--- config.mk ---
export PLATFORM = sky130hd
export DESIGN_NAME = hatch_fetch_flat
export DESIGN_NICKNAME = d
export VERILOG_FILES = /design/src/rtl/hatch_fetch_if.sv /design/src/rtl/hatch_fetch.sv /design/src/flat_wrapper.sv
export SDC_FILE = /design/constraint.sdc
export NUM_CORES = 1
export LEC_CHECK = 0
export BUFFER_PORTS_ARGS = -buffer_cell sky130_fd_sc_hd__buf_2
export CAP_MARGIN = 5
export CORE_MARGIN = 3
export CORE_UTILIZATION = 50
export CTS_CLUSTER_SIZE = 30
export DETAILED_ROUTE_END_ITERATION = 8
export PLACE_DENSITY = 0.69
export SETUP_SLACK_MARGIN = 0.5
export SLEW_MARGIN = 20
export SYNTH_ARGS = -nofsm -noshare
export SYNTH_HDL_FRONTEND = slang
export SYNTH_SLANG_ARGS = --single-unit
--- constraint.sdc ---
create_clock -name clk -period 11.96 [get_ports clk]
set_input_delay 3.588 -clock clk [delete_from_list [all_inputs] [get_ports clk]]
set_output_delay 3.588 -clock clk [all_outputs]
set_load 0.02 [all_outputs]
--- src/rtl/hatch_fetch_if.sv ---
// Core-side (redirect / instruction handshake) and ROM-side signals of the hatch prefetch stage.
interface hatch_fetch_if #(
    parameter int unsigned ROM_AW = 6
);
    logic              redirect_valid;
    logic [31:0]       redirect_addr;
    logic              inst_valid;
    logic              inst_ready;
    logic [47:0]       inst_data;
    logic [31:0]       inst_addr;
    logic              rom_en;
    logic [ROM_AW-1:0] rom_index;
    logic [47:0]       rom_data;

    // master: the prefetch stage itself
    modport master (
        input  redirect_valid, redirect_addr, inst_ready, rom_data,
        output inst_valid, inst_data, inst_addr, rom_en, rom_index
    );

    // slave: core plus ROM environment
    modport slave (
        output redirect_valid, redirect_addr, inst_ready, rom_data,
        input  inst_valid, inst_data, inst_addr, rom_en, rom_index
    );
endinterface

--- src/rtl/hatch_fetch.sv ---
// Instruction prefetch between the 48-bit hatch ROM and the core: credit-limited reads, small FIFO, redirect flush.
// Optional FETCH_MISALIGN_CHECK_EN adds a sticky misalign_err output for redirects not on a 6-byte boundary.
module hatch_fetch #(
    parameter int unsigned ROM_AW     = 6,
    parameter int unsigned DEPTH      = 4,
    parameter int unsigned RESET_ADDR = 0
) (
    input  logic          clk,
    input  logic          rst,
    hatch_fetch_if.master bus
`ifdef FETCH_MISALIGN_CHECK_EN
    ,
    output logic          misalign_err
`endif
);

    localparam int unsigned PTR_W = (DEPTH > 1) ? $clog2(DEPTH) : 1;
    localparam int unsigned CNT_W = PTR_W + 1;
    localparam logic [ROM_AW-1:0] LAST_IDX  = '1;
    localparam logic [ROM_AW-1:0] RESET_IDX = ROM_AW'(RESET_ADDR / 6);
    localparam logic [CNT_W-1:0]  FULL_CNT  = CNT_W'(DEPTH);

    typedef struct packed {
        logic [31:0] addr;
        logic [47:0] data;
    } entry_t;

    logic [ROM_AW-1:0] fetch_idx;
    logic [31:0]       fetch_addr;
    logic              inflight;
    logic [31:0]       inflight_addr;
    entry_t            mem [DEPTH];
    logic [PTR_W-1:0]  rd_ptr;
    logic [PTR_W-1:0]  wr_ptr;
    logic [CNT_W-1:0]  count;

    logic              issue;
    logic              push;
    logic              pop;
    logic [ROM_AW-1:0] redir_idx;
    logic [31:0]       redir_addr;
    logic [ROM_AW-1:0] next_idx;
    logic [31:0]       next_addr;

    // Credit check counts the in-flight read so the FIFO can never be overrun.
    always_comb begin
        issue      = !rst && !bus.redirect_valid && ((count + CNT_W'(inflight)) < FULL_CNT);
        push       = inflight && !bus.redirect_valid;
        pop        = (count != '0) && bus.inst_ready && !bus.redirect_valid;
        redir_idx  = ROM_AW'(bus.redirect_addr / 32'd6);
        redir_addr = 32'(redir_idx) * 32'd6;
        next_idx   = fetch_idx + ROM_AW'(1);
        next_addr  = fetch_addr + 32'd6;
        if (fetch_idx == LAST_IDX) begin
            next_idx  = '0;
            next_addr = '0;
        end
    end

    assign bus.rom_en     = issue;
    assign bus.rom_index  = fetch_idx;
    assign bus.inst_valid = (count != '0);
    assign bus.inst_data  = mem[rd_ptr].data;
    assign bus.inst_addr  = mem[rd_ptr].addr;

    // Fetch pointer, in-flight tracking and FIFO storage.
    always_ff @(posedge clk) begin
        if (rst) begin
            fetch_idx     <= RESET_IDX;
            fetch_addr    <= 32'(RESET_ADDR);
            inflight      <= 1'b0;
            inflight_addr <= '0;
            rd_ptr        <= '0;
            wr_ptr        <= '0;
            count         <= '0;
            mem           <= '{default: '0};
        end else if (bus.redirect_valid) begin
            fetch_idx  <= redir_idx;
            fetch_addr <= redir_addr;
            inflight   <= 1'b0;
            rd_ptr     <= '0;
            wr_ptr     <= '0;
            count      <= '0;
        end else begin
            inflight <= issue;
            if (issue) begin
                inflight_addr <= fetch_addr;
                fetch_idx     <= next_idx;
                fetch_addr    <= next_addr;
            end
            if (push) begin
                mem[wr_ptr] <= '{addr: inflight_addr, data: bus.rom_data};
                wr_ptr      <= wr_ptr + PTR_W'(1);
            end
            if (pop) begin
                rd_ptr <= rd_ptr + PTR_W'(1);
            end
            case ({push, pop})
                2'b10:   count <= count + CNT_W'(1);
                2'b01:   count <= count - CNT_W'(1);
                default: count <= count;
            endcase
        end
    end

`ifdef FETCH_MISALIGN_CHECK_EN
    // Sticky until reset; the redirect itself still proceeds with the truncated index.
    always_ff @(posedge clk) begin
        if (rst) begin
            misalign_err <= 1'b0;
        end else if (bus.redirect_valid && ((bus.redirect_addr % 32'd6) != 32'd0)) begin
            misalign_err <= 1'b1;
        end
    end
`endif

    // A push into a full FIFO without a pop means the credit logic is broken.
    always_ff @(posedge clk) begin
        if (!rst && push && !pop) begin
            assert (count < FULL_CNT)
                else $error("hatch_fetch: instruction FIFO overrun");
        end
    end

endmodule

--- src/flat_wrapper.sv ---
// flat-port wrapper written by rule: the top's interface ports become plain ports
module hatch_fetch_flat 
#(
    parameter int unsigned ROM_AW     = 6,
    parameter int unsigned DEPTH      = 4,
    parameter int unsigned RESET_ADDR = 0
)
  (clk, rst, bus_redirect_valid, bus_redirect_addr, bus_inst_ready, bus_rom_data, bus_inst_valid, bus_inst_data, bus_inst_addr, bus_rom_en, bus_rom_index);
  hatch_fetch_if #(.ROM_AW(ROM_AW)) bus_i ();
  input  logic clk;
  input  logic rst;
  input wire logic [$bits(bus_i.redirect_valid)-1:0] bus_redirect_valid;
  input wire logic [$bits(bus_i.redirect_addr)-1:0] bus_redirect_addr;
  input wire logic [$bits(bus_i.inst_ready)-1:0] bus_inst_ready;
  input wire logic [$bits(bus_i.rom_data)-1:0] bus_rom_data;
  output wire logic [$bits(bus_i.inst_valid)-1:0] bus_inst_valid;
  output wire logic [$bits(bus_i.inst_data)-1:0] bus_inst_data;
  output wire logic [$bits(bus_i.inst_addr)-1:0] bus_inst_addr;
  output wire logic [$bits(bus_i.rom_en)-1:0] bus_rom_en;
  output wire logic [$bits(bus_i.rom_index)-1:0] bus_rom_index;
  assign bus_i.redirect_valid = bus_redirect_valid;
  assign bus_i.redirect_addr = bus_redirect_addr;
  assign bus_i.inst_ready = bus_inst_ready;
  assign bus_i.rom_data = bus_rom_data;
  assign bus_inst_valid = bus_i.inst_valid;
  assign bus_inst_data = bus_i.inst_data;
  assign bus_inst_addr = bus_i.inst_addr;
  assign bus_rom_en = bus_i.rom_en;
  assign bus_rom_index = bus_i.rom_index;
  hatch_fetch #(.ROM_AW(ROM_AW), .DEPTH(DEPTH), .RESET_ADDR(RESET_ADDR)) u_core (.clk(clk), .rst(rst), .bus(bus_i));
endmodule
==> results.sh, run 1 <==
export IMPL_cp_num_buf_inv=4
export IMPL_timing_rr_start="u_core.inflight$_SDFF_PP0_"
export IMPL_drive_above_1_share_pct=17.3
export IMPL_grt_usage_pct=24.1
export IMPL_period_share_pct=92.2
export IMPL_synth_adder_area_share_pct=1.16
export IMPL_layout_commonest_cell="nand2_1"
export IMPL_grt_pass1_wl_mm=79.1
export IMPL_die_w_um=198
export IMPL_crit_path_max_fanout=12
export IMPL_die_h_um=198
export IMPL_totalWireLength_mm=49.2
export IMPL_final_cell_mix="nand2_1, dfxtp_1, a21oi_1, buf_2, nor2_1"
export IMPL_yosys_cell_types_count=97
export IMPL_num_vias=16500
export IMPL_synth_xor_area_share_pct=1.66
export IMPL_io_buffer_count=169
export IMPL_startpoint="bus_redirect_addr[28]"
export IMPL_fin_util_pct=58.8
export IMPL_synth_area_per_cell_sq_um=8.09
export IMPL_slew_violations=0
export IMPL_fmax_ghz=0.0906
export IMPL_nFillCells=3196
export IMPL_crit_family="compound AO/OA/AOI/OAI gates"
export IMPL_criticalPathCategory="in2reg"
export IMPL_status="complete, no violations"
export IMPL_firstDrtPassIters=6
export IMPL_start_util_pct=51.3
export IMPL_drc=0
export IMPL_rsz0062_at_grt="no"
export IMPL_fin_crit_ns=11.03
export IMPL_final_hold_violation_count=0
export IMPL_final_antenna_net_count=0
export IMPL_fin_setup_tns_ns=0
export IMPL_synthSimpleGateAreaFrac_pct=21.9
export IMPL_floorplan_core_area_sq_um=36000
export IMPL_synth_compound_area_share_pct=18.2
export IMPL_io_pins=172
export IMPL_antenna_found_initial=1
export IMPL_endpoint_kind="flip-flop"
export IMPL_dp_hpwl_mm=29.5
export IMPL_ir_drop_v=0.0000809
export IMPL_leakage_nw=7.43
export IMPL_tightest_slew_ns=1.08
export IMPL_syn_num_nets=2383
export IMPL_ys_seq_area_share_pct=42.5
export IMPL_nets=2473
export IMPL_cts_buffers=41
export IMPL_required_ns=12.34
export IMPL_critical_path_max_stage_delay_ns=0.59
export IMPL_synth_edf_count=0
export IMPL_grt_max_degree=115
export IMPL_cts_tree="done"
export IMPL_cts_hold_buffers=0
export IMPL_dp_cells=2788
export IMPL_final_cells=2864
export IMPL_relSlewSlack_pct=27.8
export IMPL_hp_class="reg2reg"
export IMPL_synthArstFlopShare_pct=0
export IMPL_synth_mux_area_share_pct=10.2
export IMPL_drt_vias_per_instance=5.77
export IMPL_cts_buffer_depth=3
export IMPL_slowest_stage="or4b_1"
export IMPL_clkTransAtPathRegs_ns=0.06
export IMPL_fin_skew_ns=0.0292
export IMPL_syn_inst=2283
export IMPL_p_per_area_nw_per_um2=141
export IMPL_clockRootBuffer="clkbuf_16"
export IMPL_gr_total_overflow=0
export IMPL_ys_flop_type="dfxtp_1"
export IMPL_holdWs_ns=0.451
export IMPL_die_area_sq_um=39300
export IMPL_clock_latency_ns=0.53
export IMPL_rows=69
export IMPL_hp_start="u_core.mem[304]$_SDFFE_PP0P_"
export IMPL_drv_cap=0
export IMPL_worstPathArrival_ns=11.41
export IMPL_syn_area_sq_um=18500
export IMPL_setup_viol=0
export IMPL_ys_warn_count=0
export IMPL_wl_per_cell_um=17.2
export IMPL_ys_ff_latch=392
export IMPL_first_global_vias=15800
export IMPL_startpoint_type="input port"
export IMPL_area_delta_synth_final_pct=14.5
export IMPL_synth_top_family_by_area="simple AND/OR/NAND/NOR gates"
export IMPL_gp_congestion=0.868
export IMPL_cts_max_level=2
export IMPL_cts_num_sinks=392
export IMPL_drt_iter0_markers=1489
metrics by stage:
step / power (mW) / instance area [sq um] / setup WS, ns
after floorplan: 1.63 / 18500 / 0.916
after global placement: 1.74 / 19600 / 0.154
after detailed placement: 1.75 / 19600 / 0.0696
after CTS: 2.99 / 21000 / 0.605
after global routing: 3.11 / 21200 / 0.476
final: 2.99 / 21200 / 0.927
kinds of logic (layout without fill, tap and decap cells):
logic type / after synthesis / in the layout
simple gates: 982 / 982
compound gates: 568 / 568
flops: 392 / 392
buf+inv: 201 / 320
mux: 88 / 88
xor+xnor: 35 / 35
fa+ha+maj: 16 / 16
other cells: 1 / 2
report_power, final:
part	internal, mW	switching (mW)	total, mW
Clock	0.751	0.498	1.25
Sequential	1.32	0.0197	1.34
Combinational	0.160	0.233	0.393
cell type report:
cell class	instances	area (sq um)	share of cell area (%)
Timing Repair Buffer	213	1230	5.80
Antenna cell	1	2.50	0.0118
Clock buffer	64	1230	5.83
Clock inverter	8	104	0.491
Multi-Input combinational cell	1690	10000	47.4
Inverter	35	139	0.656
Tap cell	461	577	2.73
Sequential cell	392	7860	37.1
per-layer routing:
| metal | track usage [%] | vias up | part of all wire [%] |
|---|---|---|---|
| met2 | 40.9 | 514 | 49 |
| met5 | 0 | - | 0.026 |
| met3 | 3.74 | 71 | 6.1 |
| met4 | 5.66 | 2 | 1.6 |
| li1 | - | 8054 | - |
| met1 | 32.4 | 7896 | 43 |
final timing paths:
check	to	slack, ns	cells after the start
worst max register to register	u_core.fetch_addr[26]$_SDFFE_PP0P_	8.90	10
worst min register to register	u_core.mem[304]$_SDFFE_PP0P_	0.45	2
worst max-delay path	u_core.fetch_addr[8]$_SDFFE_PP0P_	0.93	34
worst min-delay path	u_core.mem[304]$_SDFFE_PP0P_	0.45	2
Yosys cell counts, types with 5 or more instances:
master,count,area share [%]
inv_1,32,0.65
o311ai_1,5,0.24
mux4_2,79,9.6
o311a_1,6,0.33
a211o_1,5,0.24
dfxtp_1,392,42
nand3_1,34,0.92
nand3b_1,5,0.20
mux2i_1,6,0.33
nand4_1,9,0.30
xor2_1,23,1.1
a211oi_1,11,0.45
o21ai_0,40,1.1
a21oi_1,389,11
and2_1,9,0.30
o211ai_1,9,0.37
xnor2_1,12,0.57
buf_1,17,0.35
o21a_1,7,0.28
nor2_1,88,1.8
clkbuf_1,140,2.8
or3_1,11,0.37
and3_1,19,0.64
nand2b_1,6,0.20
nor4_1,5,0.17
nor3_1,12,0.33
ha_1,14,0.95
nand2_1,750,15
a21o_1,12,0.49
a31oi_1,15,0.51
nor2b_1,12,0.41
state kept, by name, summed over array words and instances (netlist names):
| register | cells |
|---|---|
| u_core.bus.rom_index | 6 |
| u_core.mem | 316 |
| u_core.count | 3 |
| u_core.inflight | 1 |
| u_core.fetch_addr | 31 |
| u_core.rd_ptr | 2 |
| u_core.wr_ptr | 2 |
| u_core.inflight_addr | 31 |
worst reg2reg max path, stage by stage (launching register included):
cell	delay (ns)
dfxtp_1	0.41
nand3_1	0.12
xor2_1	0.20
nand2_1	0.10
inv_1	0.13
buf_4	0.42
nand4_1	0.45
nor2_1	0.39
nand3_1	0.24
or3_1	0.39
a21oi_1	0.14
what timing repair did:
item                                    4_1_cts  5_1_grt
buffers inserted                              0        3
endpoints found under the setup margin        0        6
resized for setup                             0       36
Note: power is estimated with default switching activity, not from simulation.
==> inputs of run 2 (changes only) <==
- REMOVE_ABC_BUFFERS: unset -> 1
==> results.sh, run 2 (synthesis results as in run 1) <==
export IMPL_slowest_stage="or4b_1"
export IMPL_status="complete, no violations"
export IMPL_largest_reg_flops=316
export IMPL_num_vias=16400
export IMPL_fin_skew_ns=0.0181
export IMPL_io_buffer_count=169
export IMPL_top_register="u_core.mem"
export IMPL_firstDrtPassIters=6
export IMPL_power_total_mw=3.03
export IMPL_tightest_slew_ns=1.15
export IMPL_gp_congestion=0.870
export IMPL_dp_hpwl_mm=28.3
export IMPL_reg_top3="u_core.mem: 316 flops, u_core.fetch_addr: 31 flops, u_core.inflight_addr: 31 flops"
export IMPL_drv_cap=0
export IMPL_final_hold_violation_count=0
export IMPL_setup_viol=0
export IMPL_floorplan_core_area_sq_um=36000
export IMPL_nFillCells=3229
export IMPL_required_ns=12.34
export IMPL_totalWireLength_mm=48.4
export IMPL_first_global_vias=15800
export IMPL_final_cell_mix="nand2_1, dfxtp_1, a21oi_1, buf_2, nor2_1"
export IMPL_relSlewSlack_pct=23.6
export IMPL_criticalPathCategory="in2reg"
export IMPL_cts_hold_buffers=0
export IMPL_cts_num_sinks=392
export IMPL_antenna_found_initial=0
export IMPL_die_h_um=198
export IMPL_antenna_cells=0
export IMPL_cts_buffer_depth=3
export IMPL_clkTransAtPathRegs_ns=0.06
export IMPL_worstPathArrival_ns=11.41
export IMPL_leakage_nw=7.43
export IMPL_endpoint_kind="flip-flop"
export IMPL_area_delta_synth_final_pct=14.4
export IMPL_multi_input_area_sq_um=10000
export IMPL_io_pins=172
export IMPL_p_per_area_nw_per_um2=143
export IMPL_cts_max_level=2
export IMPL_crit_path_max_fanout=12
export IMPL_grt_pass1_wl_mm=77.9
export IMPL_drive_above_1_share_pct=17.0
export IMPL_critical_path_max_stage_delay_ns=0.55
export IMPL_slew_violations=0
export IMPL_ir_drop_v=0.0000876
export IMPL_die_area_sq_um=39300
export IMPL_die_w_um=198
export IMPL_gr_total_overflow=0
export IMPL_layout_commonest_cell="nand2_1"
export IMPL_grt_usage_pct=23.8
export IMPL_fin_crit_ns=11.03
export IMPL_startpoint_type="input port"
export IMPL_cts_buffers=41
export IMPL_cts_tree="done"
export IMPL_rsz0062_at_grt="no"
export IMPL_final_antenna_net_count=0
export IMPL_rows=69
export IMPL_drc=0
export IMPL_nets=2466
export IMPL_drt_iter0_markers=1184
export IMPL_hp_class="reg2reg"
export IMPL_post_place_ws_ns=-0.111
export IMPL_start_util_pct=51.3
export IMPL_fmax_ghz=0.0906
export IMPL_setup_ws_ns=0.927
export IMPL_wl_per_cell_um=16.9
export IMPL_drt_vias_per_instance=5.74
export IMPL_period_share_pct=92.2
export IMPL_grt_max_degree=205
export IMPL_clock_latency_ns=0.53
export IMPL_clockRootBuffer="clkbuf_16"
export IMPL_cpMostUsedCell="buf_4"
export IMPL_register_area_sq_um=7860
## run 2: cell count changes in the layout (fill, tap and decap cells not counted), moves of 2 or more
cell,delta
a2111oi_2,-3
inv_6,+2
clkinv_2,+6
mux2i_1,+2
a21o_2,-2
mux2i_2,-2
clkbuf_1,-6
buf_4,-5
## run 2: area by class of cell
class	instances	share of cell area, %
repair buffers	206	5.48
flip-flops and latches	392	37.2
clock inverters	17	0.817
clock buffers	59	5.85
inverters	35	0.657
well taps	461	2.73
multi-input cells	1690	47.3
## run 2: per-layer routing
metal | share of wire (%) | GRT usage [%]
met3 | 5.7 | 3.03
met1 | 43 | 30.2
met5 | 0 | 0
met4 | 1.4 | 5.40
met2 | 50 | 43.2
## run 2: power breakdown
group | switching [mW] | internal, mW | total, mW | leakage (nW)
clock | 0.512 | 0.786 | 1.30 | 0.700
sequential | 0.0193 | 1.32 | 1.34 | 3.16
combinational | 0.231 | 0.154 | 0.385 | 3.57
total | 0.762 | 2.26 | 3.03 | 7.43
## run 2: path summary, 6_finish.rpt
| path | endpoint | slack [ns] | cells past startpoint | from |
|---|---|---|---|---|
| setup reg to reg | u_core.fetch_addr[26]$_SDFFE_PP0P_ | 8.93 | 10 | u_core.inflight$_SDFF_PP0_ |
| hold / removal | u_core.mem[97]$_SDFFE_PP0P_ | 0.45 | 2 | u_core.mem[97]$_SDFFE_PP0P_ |
| setup / recovery | u_core.fetch_addr[8]$_SDFFE_PP0P_ | 0.93 | 37 | bus_redirect_addr[28] |
| hold reg to reg | u_core.mem[97]$_SDFFE_PP0P_ | 0.45 | 2 | u_core.mem[97]$_SDFFE_PP0P_ |
## run 2: repair_timing
item                       CTS  global route
setup endpoints to repair    1             6
gates resized for setup      1            27
hold endpoints to repair     0             0
pin swaps                    0             4
buffers inserted             0             2
## run 2: worst max-delay path, delay by kind of cell
kind,cells,cell delay [ns]
adders and majority gates,2,0.61
and+or+nand+nor,7,1.62
muxes,1,0.20
AOI/OAI and AO/OA,20,4.52
buffers and inverters,7,0.86
## run 2: through the flow
stage                     hold slack (ns)  TNS (ns)  cell area, sq um  std cells  util [%]
final                               0.451         0             21100       2860      58.7
after global routing                0.465         0             21100       2860      58.7
after CTS                           0.451         0             21000       2858      58.3
after detailed placement            0.443    -0.174             19600       2782      54.4
after global placement              0.438         0             19600       2782      54.4
after floorplan                     0.427         0             17800       2117         -
